**config.mk**
```make
export PLATFORM = sky130hd
export DESIGN_NAME = data_memory_arbiter
export DESIGN_NICKNAME = d
export VERILOG_FILES = /design/src/rtl/data_memory_arbiter.sv
export SDC_FILE = /design/constraint.sdc
export NUM_CORES = 1
export LEC_CHECK = 0
export BUFFER_PORTS_ARGS = -buffer_cell sky130_fd_sc_hd__buf_2
export CELL_PAD_IN_SITES_DETAIL_PLACEMENT = 0
export CELL_PAD_IN_SITES_GLOBAL_PLACEMENT = 1
export CORE_MARGIN = 1.5
export CORE_UTILIZATION = 38
export DETAILED_ROUTE_END_ITERATION = 16
export GPL_TIMING_DRIVEN = 1
export PLACE_DENSITY_LB_ADDON = 0.08
export REMOVE_ABC_BUFFERS = 1
export SLEW_MARGIN = 10
export SYNTH_ARGS = -nofsm -noshare
export SYNTH_HDL_FRONTEND = slang
export SYNTH_SLANG_ARGS = --single-unit
```
**constraint.sdc**
```tcl
create_clock -name clock -period 6.7 [get_ports clock]
set_clock_uncertainty 0.15 [all_clocks]
set_input_delay 1.34 -clock clock [delete_from_list [all_inputs] [get_ports clock]]
set_output_delay 1.34 -clock clock [all_outputs]
set_load 0.1 [all_outputs]
```
**src/rtl/data_memory_arbiter.sv**
```systemverilog
// data_memory_arbiter: shares one single-ported data memory between the CPU
// load/store port (0) and a secondary master (1). Each access is held on the
// memory bus for MemLatency cycles and completes with a one-cycle ready pulse.
// Optional build macro ARB_ROUND_ROBIN_EN: ties alternate between the ports;
// without it port 0 always wins a tie.
module data_memory_arbiter #(
  parameter int DataWidth  = 32,
  parameter int AddrWidth  = 32,
  parameter int MemLatency = 1   // 1..15 bus cycles per access
) (
  input  logic                 clock,
  input  logic                 reset,
  input  logic                 enable,
  input  logic [1:0]           req,
  input  logic [1:0]           wr,
  input  logic [AddrWidth-1:0] addr0,
  input  logic [AddrWidth-1:0] addr1,
  input  logic [DataWidth-1:0] wdata0,
  input  logic [DataWidth-1:0] wdata1,
  output logic [1:0]           ready,
  output logic [DataWidth-1:0] rdata,
  output logic                 owner,
  output logic                 busy,
  output logic                 mem_enable,
  output logic                 mem_write,
  output logic [AddrWidth-1:0] mem_addr,
  output logic [DataWidth-1:0] mem_wdata,
  input  logic [DataWidth-1:0] mem_rdata
);

  typedef enum logic [1:0] {
    IDLE   = 2'd0,
    ACCESS = 2'd1,
    DONE   = 2'd2
  } state_t;

  localparam logic [3:0] CntInit = 4'(MemLatency - 1);

  state_t               state, state_nxt;
  logic [3:0]           cnt;
  logic                 last_owner;
  logic                 lat_wr;
  logic [AddrWidth-1:0] lat_addr;
  logic [DataWidth-1:0] lat_wdata;
  logic                 winner;

  // Arbitration: a lone request wins; a tie is resolved by the build policy.
  always_comb begin
    if (req == 2'b11) begin
`ifdef ARB_ROUND_ROBIN_EN
      winner = ~last_owner;
`else
      winner = 1'b0;
`endif
    end else begin
      winner = req[1];
    end
  end

`ifndef ARB_ROUND_ROBIN_EN
  // last_owner is kept up to date in both builds; only alternation reads it.
  logic unused_last_owner;
  assign unused_last_owner = last_owner;
`endif

  // State register plus latched request, down-counter, read data and history;
  // enable low freezes everything in place.
  always_ff @(posedge clock or posedge reset) begin
    if (reset) begin
      state      <= IDLE;
      cnt        <= '0;
      owner      <= 1'b0;
      last_owner <= 1'b1;
      lat_wr     <= 1'b0;
      lat_addr   <= '0;
      lat_wdata  <= '0;
      rdata      <= '0;
    end else if (enable) begin
      // NOTE: non-blocking assignments so every register samples pre-edge values.
      state <= state_nxt;
      case (state)
        IDLE: begin
          if (req != 2'b00) begin
            owner     <= winner;
            lat_wr    <= wr[winner];
            lat_addr  <= winner ? addr1 : addr0;
            lat_wdata <= winner ? wdata1 : wdata0;
            cnt       <= CntInit;
          end
        end
        ACCESS: begin
          if (cnt != 4'd0) begin
            cnt <= cnt - 4'd1;
          end else if (!lat_wr) begin
            rdata <= mem_rdata;
          end
        end
        DONE:    last_owner <= owner;
        default: ;
      endcase
    end
  end

  // Next-state and memory/handshake outputs, decoded from the current state.
  always_comb begin
    // NOTE: every output gets a default first so no path can infer a latch.
    state_nxt  = state;
    ready      = 2'b00;
    mem_enable = 1'b0;
    mem_write  = 1'b0;
    mem_addr   = '0;
    mem_wdata  = '0;
    case (state)
      IDLE: begin
        if (req != 2'b00) state_nxt = ACCESS;
      end
      ACCESS: begin
        mem_addr   = lat_addr;
        mem_wdata  = lat_wdata;
        mem_enable = enable;
        // The strobe fires only in the final bus cycle: one write per access.
        mem_write  = enable && lat_wr && (cnt == 4'd0);
        if (cnt == 4'd0) state_nxt = DONE;
      end
      DONE: begin
        if (enable) ready = owner ? 2'b10 : 2'b01;
        state_nxt = IDLE;
      end
      default: state_nxt = IDLE;
    endcase
  end

  assign busy = (state != IDLE);

endmodule

```
==> metrics.md, run 1 <==
| Metric | Value |
|---|---|
| Status | finished, final reports clean |
| Core Rows | 43 |
| Worst setup SP type | flip-flop |
| Critical Path AT | 2.38 ns |
| CTS tree | built |
| Yosys warns | 0 |
| Antenna violations before repair | 0 |
| CTS buffer count | 9 |
| Post-Synth Simple-Gate Area | 10.3% |
| Final hold violation count | 0 |
| Hold Path Depth | 1 |
| Slew Viols, Final | 0 |
| Vias in the first global route | 4,060 |
| Hold-fix buffers at CTS | 0 |
| GRT Util Overall | 17.7% |
| Mux contribution to synthesized area | 34.5% |
| Post-synth top area share | 48.9% |
| DP HPWL | 9.40 mm |
| Max transition margin | 39.0% |
| CTS clk-pin slew, worst paths | 0.07 ns |
| Worst path max stage delay | 0.61 ns |
| Crit Path Max Fanout | 40 |
| Commonest cells post-synth | 160 x mux2_2, 104 x dfrtp_1, 64 x and2_1 |
| Clock Latency Late Sink | 0.35 ns |
| Reg2reg start | state[1] |
| First-pass GRT wire length | 20.1 mm |
| Post-Syn Instances | 396 |
| Fin crit share | 57.7% |
| Minimum clock period | 3.87 ns |
| # port buffers | 268 |
| IO Pins | 269 |
| Mean Syn Cell Area | 13.4 sq um |
| Slew @ Worst Pin | 0.915 ns |
| Share of layout cells above drive strength 1 | 69.3% |
| Area Overhead vs Synth | 33.1% |
| Seq cells post-synth | 104 |
| Cell taking the most area after synthesis | dfrtp_1 |
| Critical Path RT | 5.21 ns |
| TNS Setup | 0 ns |
| Area contributors post-synth | dfrtp_1 49%, mux2_2 34%, and2_1 7.5% |
| # diodes | 0 |
| CP Class | flip-flop to primary output |
| Die area | 14,700 sq um |
| Width of the die | 121 microns |
| Maxcap violations | 0 |
| Synth Area in XOR/XNOR | 0% |
| Primary FF master, synth | dfrtp_1 |
| Final Util | 51.4% |
| Hold Crit Endpoint | lat_addr[17] |
| Slowest CP cell | nor2b_4 |
| Routed Antenna Nets | 0 |
| # resized after CTS | 0 |
| Die height | 121 microns |
| Worst-path cell chain | nor2b_4 -> buf_16 -> and2_1 -> buf_2 |
| Hold Startpoint | lat_addr[17] |
| Worst R2R Path Depth | 4 |
| Max Fclk | 258 MHz |
| CP endpoint kind | primary output |
| Root Buffer | clkbuf_16 |
| CTS sink count | 104 |
| WL/cell | 15.2 microns |
| Reg2Reg Setup Slack | 3.99 ns |
| Initial DRT Pass Iterations | 4 |
| DRC | 0 |
| # setup viols final | 0 |
| Iteration-0 DRC Markers | 166 |
| H-tree depth | 3 |
| Starting Density | 38.6% |
| Gpl congestion | 0.791 |
| R2r endpoint | lat_wdata[31] |
| Compound-Gate Fraction of Synth Area | 1.62% |
| Number of setup buffers added after CTS | 0 |
| Maximum buffer depth of the clock tree | 2 |
| Seq/Total Area, Yosys | 48.9% |
| Via count | 3,963 |
| Most common cell in the netlist | mux2_2 |
| Largest family of logic cells by synthesized area | multiplexers |
| Mapped Area | 5320 sq um |
| EDFF count, synth | 0 |
| Final WL | 12.8 mm |
| Final Net Count | 823 |
| RSZ-0062 raised after global routing | no |
| Core footprint | 13,800 sq um |
| Adder-cell share of the synthesized area | 0.470% |
| Total grt overflow | 0 |
| Hold Path Class | flip-flop to flip-flop |
| Largest net degree at the start of global routing | 70 |
| Yosys cell types | 34 |
| Via density | 4.72 |
| Asr flop ratio synth | 100% |
==> worst max-delay path by stage <==
stage / start / endpoint / slack [ns]
after global routing: state[0] / mem_wdata[28] / 2.65
after global placement: enable / ready[0] / 2.90
after detailed placement: enable / ready[0] / 2.87
final: state[0] / mem_wdata[28] / 2.83
after floorplan: enable / ready[0] / 0.68
after CTS: state[0] / mem_wdata[28] / 2.49
==> layout make-up <==
class                   instances  area [sq um]
inverters                       6          25.0
flip-flops and latches        104          2600
clock buffers                  10           239
fillers                      1296          6690
well taps                     180           225
multi-input cells             260          2510
clock inverters                 6          82.6
repair buffers                273          1400
==> per-layer routing <==
| metal | vias up | track usage (%) | share of wire [%] |
|---|---|---|---|
| li1 | 1893 | - | - |
| met1 | 1921 | 20.7 | 41 |
| met2 | 134 | 30.6 | 51 |
| met3 | 15 | 5.87 | 7.0 |
| met4 | 0 | 5.29 | 1.4 |
| met5 | - | 0 | 0 |
==> worst max-delay path, delay by kind of cell (launching register included) <==
family / cells / cell delay (ns)
and+or+nand+nor: 2 / 0.78
DFF: 1 / 0.55
buffers and inverters: 2 / 0.69
==> kinds of logic (layout without fill, tap and decap cells) <==
group                    after synthesis  after routing
adder cells (fa/ha/maj)                2              2
multiplexers                         163            163
AND/OR/NAND/NOR                       84             84
AO/OA/AOI/OAI                         11             11
flip-flops                           104            104
buffers and inverters                 32            295
==> flip-flops by register name (all words and copies together), names as in the netlist <==
| name | cells |
|---|---|
| lat_addr | 32 |
| owner | 1 |
| rdata | 32 |
| cnt | 4 |
| state | 2 |
| lat_wdata | 32 |
| lat_wr | 1 |
==> cell usage in the layout (no fill, tap or decap), types with 2 or more instances in the layout <==
cell type / synthesis / routed
a21oi_1: 2 / 2
and2_1: 64 / 64
buf_2: 5 / 268
buf_4: 4 / 4
bufinv_16: 0 / 2
clkbuf_16: 0 / 9
clkinv_2: 0 / 3
dfrtp_1: 104 / 104
ha_1: 2 / 2
inv_1: 6 / 5
mux2_1: 2 / 2
mux2_2: 160 / 160
nand2b_1: 2 / 2
nand3_1: 2 / 2
nor2b_4: 0 / 2
o2bb2ai_1: 2 / 2
o32ai_1: 2 / 2
or3_1: 2 / 2
==> per-stage QoR <==
step	hold WS (ns)	setup WS [ns]	cell area, sq um	instances
floorplan	0.322	0.678	5120	370
global placement	0.317	2.90	6740	822
detailed placement	0.337	2.87	6740	822
CTS	0.353	2.49	7060	838
global route	0.361	2.65	7080	839
finish	0.346	2.83	7080	839
Power of run 1 is not shown: default switching activity piles up to over one toggle a cycle in this logic, so the estimate is an artifact.
==> run 2: changes to the inputs <==
- CORE_UTILIZATION: 38 -> 32
- clock period: 6.7 -> 3.25 ns (I/O delays scaled with it)
==> metrics.md, run 2 (synthesized netlist as in run 1, its figures left out) <==
| Metric | Value |
|---|---|
| First-pass GRT wire length | 22.2 mm (was 20.1 mm) |
| Die height | 132 microns (was 121 microns) |
| Most frequent cells in the layout | 268 x buf_2, 160 x mux2_2, 104 x dfrtp_1 (unchanged) |
| Via density | 4.50 (was 4.72) |
| CTS clk-pin slew, worst paths | 0.07 ns (about the same) |
| Clock Latency Late Sink | 0.34 ns (was 0.35 ns) |
| Maximum buffer depth of the clock tree | 2 (unchanged) |
| Routed Antenna Nets | 0 (unchanged) |
| Area of the multi-input gates | 2510 sq um (unchanged) |
| Hold-fix buffers at CTS | 0 (unchanged) |
| Area after DPL | 6830 sq um (was 6740 sq um) |
| H-tree depth | 3 (unchanged) |
| RSZ-0062 raised after global routing | no (unchanged) |
| Area Overhead vs Synth | 35.1% (was 33.1%) |
| CTS sink count | 104 (unchanged) |
| Critical Path AT | 2.20 ns (was 2.38 ns) |
| Iteration-0 DRC Markers | 89 (was 166) |
| Final hold violation count | 0 (unchanged) |
| Final Net Count | 825 (was 823) |
| Maxcap violations | 0 (unchanged) |
| Core footprint | 16,100 sq um (was 13,800 sq um) |
| CP Class | flip-flop to primary output (unchanged) |
| DP HPWL | 10.3 mm (was 9.40 mm) |
| Final WL | 13.6 mm (was 12.8 mm) |
| Starting Density | 33.1% (was 38.6%) |
| CP endpoint kind | primary output (unchanged) |
| CTS tree | built (unchanged) |
| Biggest regs | lat_addr (32), lat_wdata (32), rdata (32) (unchanged) |
| Most common cell after layout, fill and taps aside | buf_2 (unchanged) |
| Share of layout cells above drive strength 1 | 69.4% (was 69.3%) |
| Slew Viols, Final | 0 (unchanged) |
| Antenna violations before repair | 2 (was 0) |
| Largest net degree at the start of global routing | 66 (was 70) |
| Reg area | 2600 sq um (unchanged) |
| Worst hold slack | 0.253 ns (was 0.346 ns) |
| Hold Path Class | input port to asynchronous set/reset pin (was flip-flop to flip-flop) |
| # setup viols final | 0 (unchanged) |
| Final Util | 44.8% (was 51.4%) |
| Max transition margin | 54.9% (was 39.0%) |
| Root Buffer | clkbuf_16 (unchanged) |
| WL/cell | 15.5 microns (was 15.2 microns) |
| Fill cells | 1,560 (was 1,296) |
| # port buffers | 268 (unchanged) |
| Minimum clock period | 3.00 ns |
| Status | finished, final reports clean (unchanged) |
| GRT Util Overall | 16.1% (was 17.7%) |
| Total grt overflow | 0 (unchanged) |
| Die area | 17,400 sq um (was 14,700 sq um) |
| Number of setup buffers added after CTS | 0 (unchanged) |
| Width of the die | 132 microns (was 121 microns) |
| CTS buffer count | 9 (unchanged) |
| DRC | 0 (unchanged) |
| IO Pins | 269 (unchanged) |
| # resized after CTS | 0 (unchanged) |
| Fin crit share | 92.2% |
| Worst setup SP type | flip-flop (unchanged) |
| Slew @ Worst Pin | 0.674 ns (was 0.915 ns) |
| Crit Path Max Fanout | 50 (was 40) |
| Final instance area | 7190 sq um (was 7080 sq um) |
| Initial DRT Pass Iterations | 4 (unchanged) |
| Critical Path RT | 2.45 ns (was 5.21 ns) |
| Max Fclk | 334 MHz |
| Core Rows | 46 (was 43) |
| Gpl congestion | 0.728 (was 0.791) |
| Vias in the first global route | 4,239 (was 4,060) |
| Via count | 3,955 (was 3,963) |
## run 2: cell count changes in the layout (fill, tap and decap cells not counted), sizes merged
cell    change
buf         +2
clkinv      -2
diode       +2
bufinv      +2
clkbuf      -1
## run 2: area by class of cell
cell class / count / area share (%)
Timing Repair Buffer: 275 / 19.7
Inverter: 6 / 0.348
Antenna cell: 2 / 0.0696
Clock inverter: 6 / 1.84
Sequential cell: 104 / 36.2
Clock buffer: 9 / 3.13
Tap cell: 216 / 3.76
Multi-Input combinational cell: 260 / 34.9
## run 2: critical path, cell delays in order, from the launching register on
cell and delay (ns):
dfrtp_1 0.54, nor2b_4 0.42, buf_12 0.26, and2_1 0.18, buf_2 0.43
## run 2: layer usage
layer	up-vias	wire (microns)	GRT usage (%)
met2	141	7100	28.6
met1	1891	5410	18.5
met4	0	293	7.04
met5	-	0	0
met3	16	834	3.77
li1	1907	-	-
## run 2: metrics by stage
| step | std cells | setup WS (ns) | setup TNS (ns) |
|---|---|---|---|
| 3_5_place_dp | 861 | 0.597 | 0 |
| 3_3_place_gp | 861 | 0.649 | 0 |
| 6_report | 878 | 0.254 | 0 |
| 4_1_cts | 876 | 0.201 | 0 |
| 2_1_floorplan | 370 | -1.54 | -140.11 |
| 5_1_grt | 877 | 0.0699 | 0 |
## run 2: final timing paths
| path | start | to | slack, ns | depth (start not counted) |
|---|---|---|---|---|
| max in group asynchronous | reset | rdata[22] | 1.86 | 3 |
| worst max register to register | cnt[0] | rdata[27] | 0.99 | 6 |
| worst min register to register | lat_addr[28] | lat_addr[28] | 0.35 | 1 |
| worst min-delay path | reset | lat_addr[29] | 0.25 | 2 |
| worst max-delay path | state[0] | mem_wdata[7] | 0.25 | 4 |
| min in group clock | lat_addr[28] | lat_addr[28] | 0.35 | 1 |
Power of run 2 is left out for the same reason.
==> run 3: changes to the inputs <==
==> constraint.sdc (replaced) <==
create_clock -name clock -period 3.25 [get_ports clock]
set_clock_uncertainty 0.15 [all_clocks]
set_input_delay 0.4875 -clock clock [delete_from_list [all_inputs] [get_ports clock]]
set_output_delay 0.4875 -clock clock [all_outputs]
set_load 0.1 [all_outputs]
==> metrics.md, run 3 (synthesized netlist as in run 1, its figures left out) <==
| Metric | Value |
|---|---|
| Fill cells | 1,529 (was 1,560) |
| WL/cell | 15.6 microns (was 15.5 microns) |
| Share of layout cells above drive strength 1 | 69.4% (unchanged) |
| DRC | 0 (unchanged) |
| Final Net Count | 825 (unchanged) |
| Max transition margin | 56.9% (was 54.9%) |
| Slew Viols, Final | 0 (unchanged) |
| Final WL | 13.7 mm (was 13.6 mm) |
| Root Buffer | clkbuf_16 (unchanged) |
| Maxcap violations | 0 (unchanged) |
| Gpl congestion | 0.732 (was 0.728) |
| Maximum buffer depth of the clock tree | 2 (unchanged) |
| Hold Path Class | input port to asynchronous set/reset pin (unchanged) |
| Routed Antenna Nets | 0 (unchanged) |
| Max Fclk | 354 MHz (was 334 MHz) |
| Fin crit share | 87.0% (was 92.2%) |
| Critical Path AT | 2.19 ns (was 2.20 ns) |
| TNS Setup | 0 ns (unchanged) |
| CP Class | flip-flop to primary output (unchanged) |
| Via count | 4,010 (was 3,955) |
| RSZ-0062 raised after global routing | no (unchanged) |
| Final Util | 44.7% (was 44.8%) |
| Worst setup SP type | flip-flop (unchanged) |
| CTS clk-pin slew, worst paths | 0.07 ns (about the same) |
| Slack of the critical path | 0.422 ns (was 0.254 ns) |
| # resized after CTS | 0 (unchanged) |
| CTS tree | built (unchanged) |
| CTS sink count | 104 (unchanged) |
| Area after DPL | 6830 sq um (unchanged) |
| GRT Util Overall | 16.2% (was 16.1%) |
| Initial DRT Pass Iterations | 4 (unchanged) |
| Largest net degree at the start of global routing | 66 (unchanged) |
| Die height | 132 microns (unchanged) |
| Final hold violation count | 0 (unchanged) |
| Worst path max stage delay | 0.55 ns (was 0.54 ns) |
| Number of setup buffers added after CTS | 0 (unchanged) |
| Core Rows | 46 (unchanged) |
| CP endpoint kind | primary output (unchanged) |
| Starting Density | 33.1% (unchanged) |
| Reg area | 2600 sq um (unchanged) |
| Hold-fix buffers at CTS | 0 (unchanged) |
| H-tree depth | 3 (unchanged) |
| Final instance area | 7170 sq um (was 7190 sq um) |
| Total grt overflow | 0 (unchanged) |
| DP HPWL | 10.3 mm (about the same) |
| Biggest regs | lat_addr (32), lat_wdata (32), rdata (32) (unchanged) |
| Setup WS pre-CTS | 0.767 ns (was 0.597 ns) |
| Width of the die | 132 microns (unchanged) |
| First-pass GRT wire length | 22.1 mm (was 22.2 mm) |
| Worst-path cell chain | nor2b_4 -> buf_12 -> and2_1 -> buf_2 (unchanged) |
| Worst R2R Path Depth | 6 (unchanged) |
| Antenna violations before repair | 1 (was 2) |
| Minimum clock period | 2.83 ns (was 3.00 ns) |
| Die area | 17,400 sq um (unchanged) |
| Area Overhead vs Synth | 34.8% (was 35.1%) |
| R2r endpoint | rdata[18] (was rdata[27]) |
| # port buffers | 268 (unchanged) |
| Core footprint | 16,100 sq um (unchanged) |
| Status | finished, final reports clean (unchanged) |
| Reg2Reg Setup Slack | 0.96 ns (was 0.99 ns) |
| Vias in the first global route | 4,214 (was 4,239) |
| Via density | 4.57 (was 4.50) |
| Most frequent cells in the layout | 268 x buf_2, 160 x mux2_2, 104 x dfrtp_1 (unchanged) |
| Clock Latency Late Sink | 0.34 ns (about the same) |
| Most common cell after layout, fill and taps aside | buf_2 (unchanged) |
| # setup viols final | 0 (unchanged) |
| IO Pins | 269 (unchanged) |
| CTS buffer count | 9 (unchanged) |
| Iteration-0 DRC Markers | 140 (was 89) |
| Area of the multi-input gates | 2510 sq um (unchanged) |
| Slew @ Worst Pin | 0.645 ns (was 0.674 ns) |
| Crit Path Max Fanout | 50 (unchanged) |
| Reg2reg start | cnt[0] (unchanged) |
| Slowest CP cell | dfrtp_1 (unchanged) |
| Critical Path RT | 2.61 ns (was 2.45 ns) |
## run 3: worst max-delay path by stage
stage / start / to / slack [ns] / cells past startpoint
6_report: state[0] / mem_wdata[3] / 0.42 / 4
2_1_floorplan: owner / ready[0] / -1.38 / 1
3_5_place_dp: state[0] / mem_wdata[25] / 0.77 / 4
3_3_place_gp: state[0] / mem_wdata[25] / 0.81 / 4
5_1_grt: state[0] / mem_wdata[22] / 0.24 / 4
4_1_cts: state[0] / mem_wdata[25] / 0.37 / 4
## run 3: final cells by class
cell class,instances,area share [%]
Antenna cell,1,0.0349
Clock buffer,10,3.33
Clock inverter,5,1.46
Inverter,6,0.349
Multi-Input combinational cell,260,35.0
Sequential cell,104,36.3
Tap cell,216,3.77
Timing Repair Buffer,275,19.8
## run 3: stage by stage
stage | std cells | hold slack (ns)
2_1_floorplan | 370 | 0.322
3_3_place_gp | 861 | 0.314
3_5_place_dp | 861 | 0.331
4_1_cts | 876 | 0.105
5_1_grt | 877 | 0.139
6_report | 877 | 0.0786
## run 3: critical path: cells and delay by family, from the launching register on
| kind | cells | cell delay, ns |
|---|---|---|
| simple gates | 2 | 0.59 |
| buf+inv | 2 | 0.68 |
| flops | 1 | 0.55 |
## run 3: per-layer routing
| metal | global-route usage [%] | vias to the layer above | routed length [microns] |
|---|---|---|---|
| met3 | 3.46 | 23 | 805 |
| li1 | - | 1906 | - |
| met4 | 7.35 | 0 | 364 |
| met1 | 19.1 | 1937 | 5560 |
| met5 | 0 | - | 0 |
| met2 | 28.2 | 144 | 6970 |
Power of run 3 is left out for the same reason.
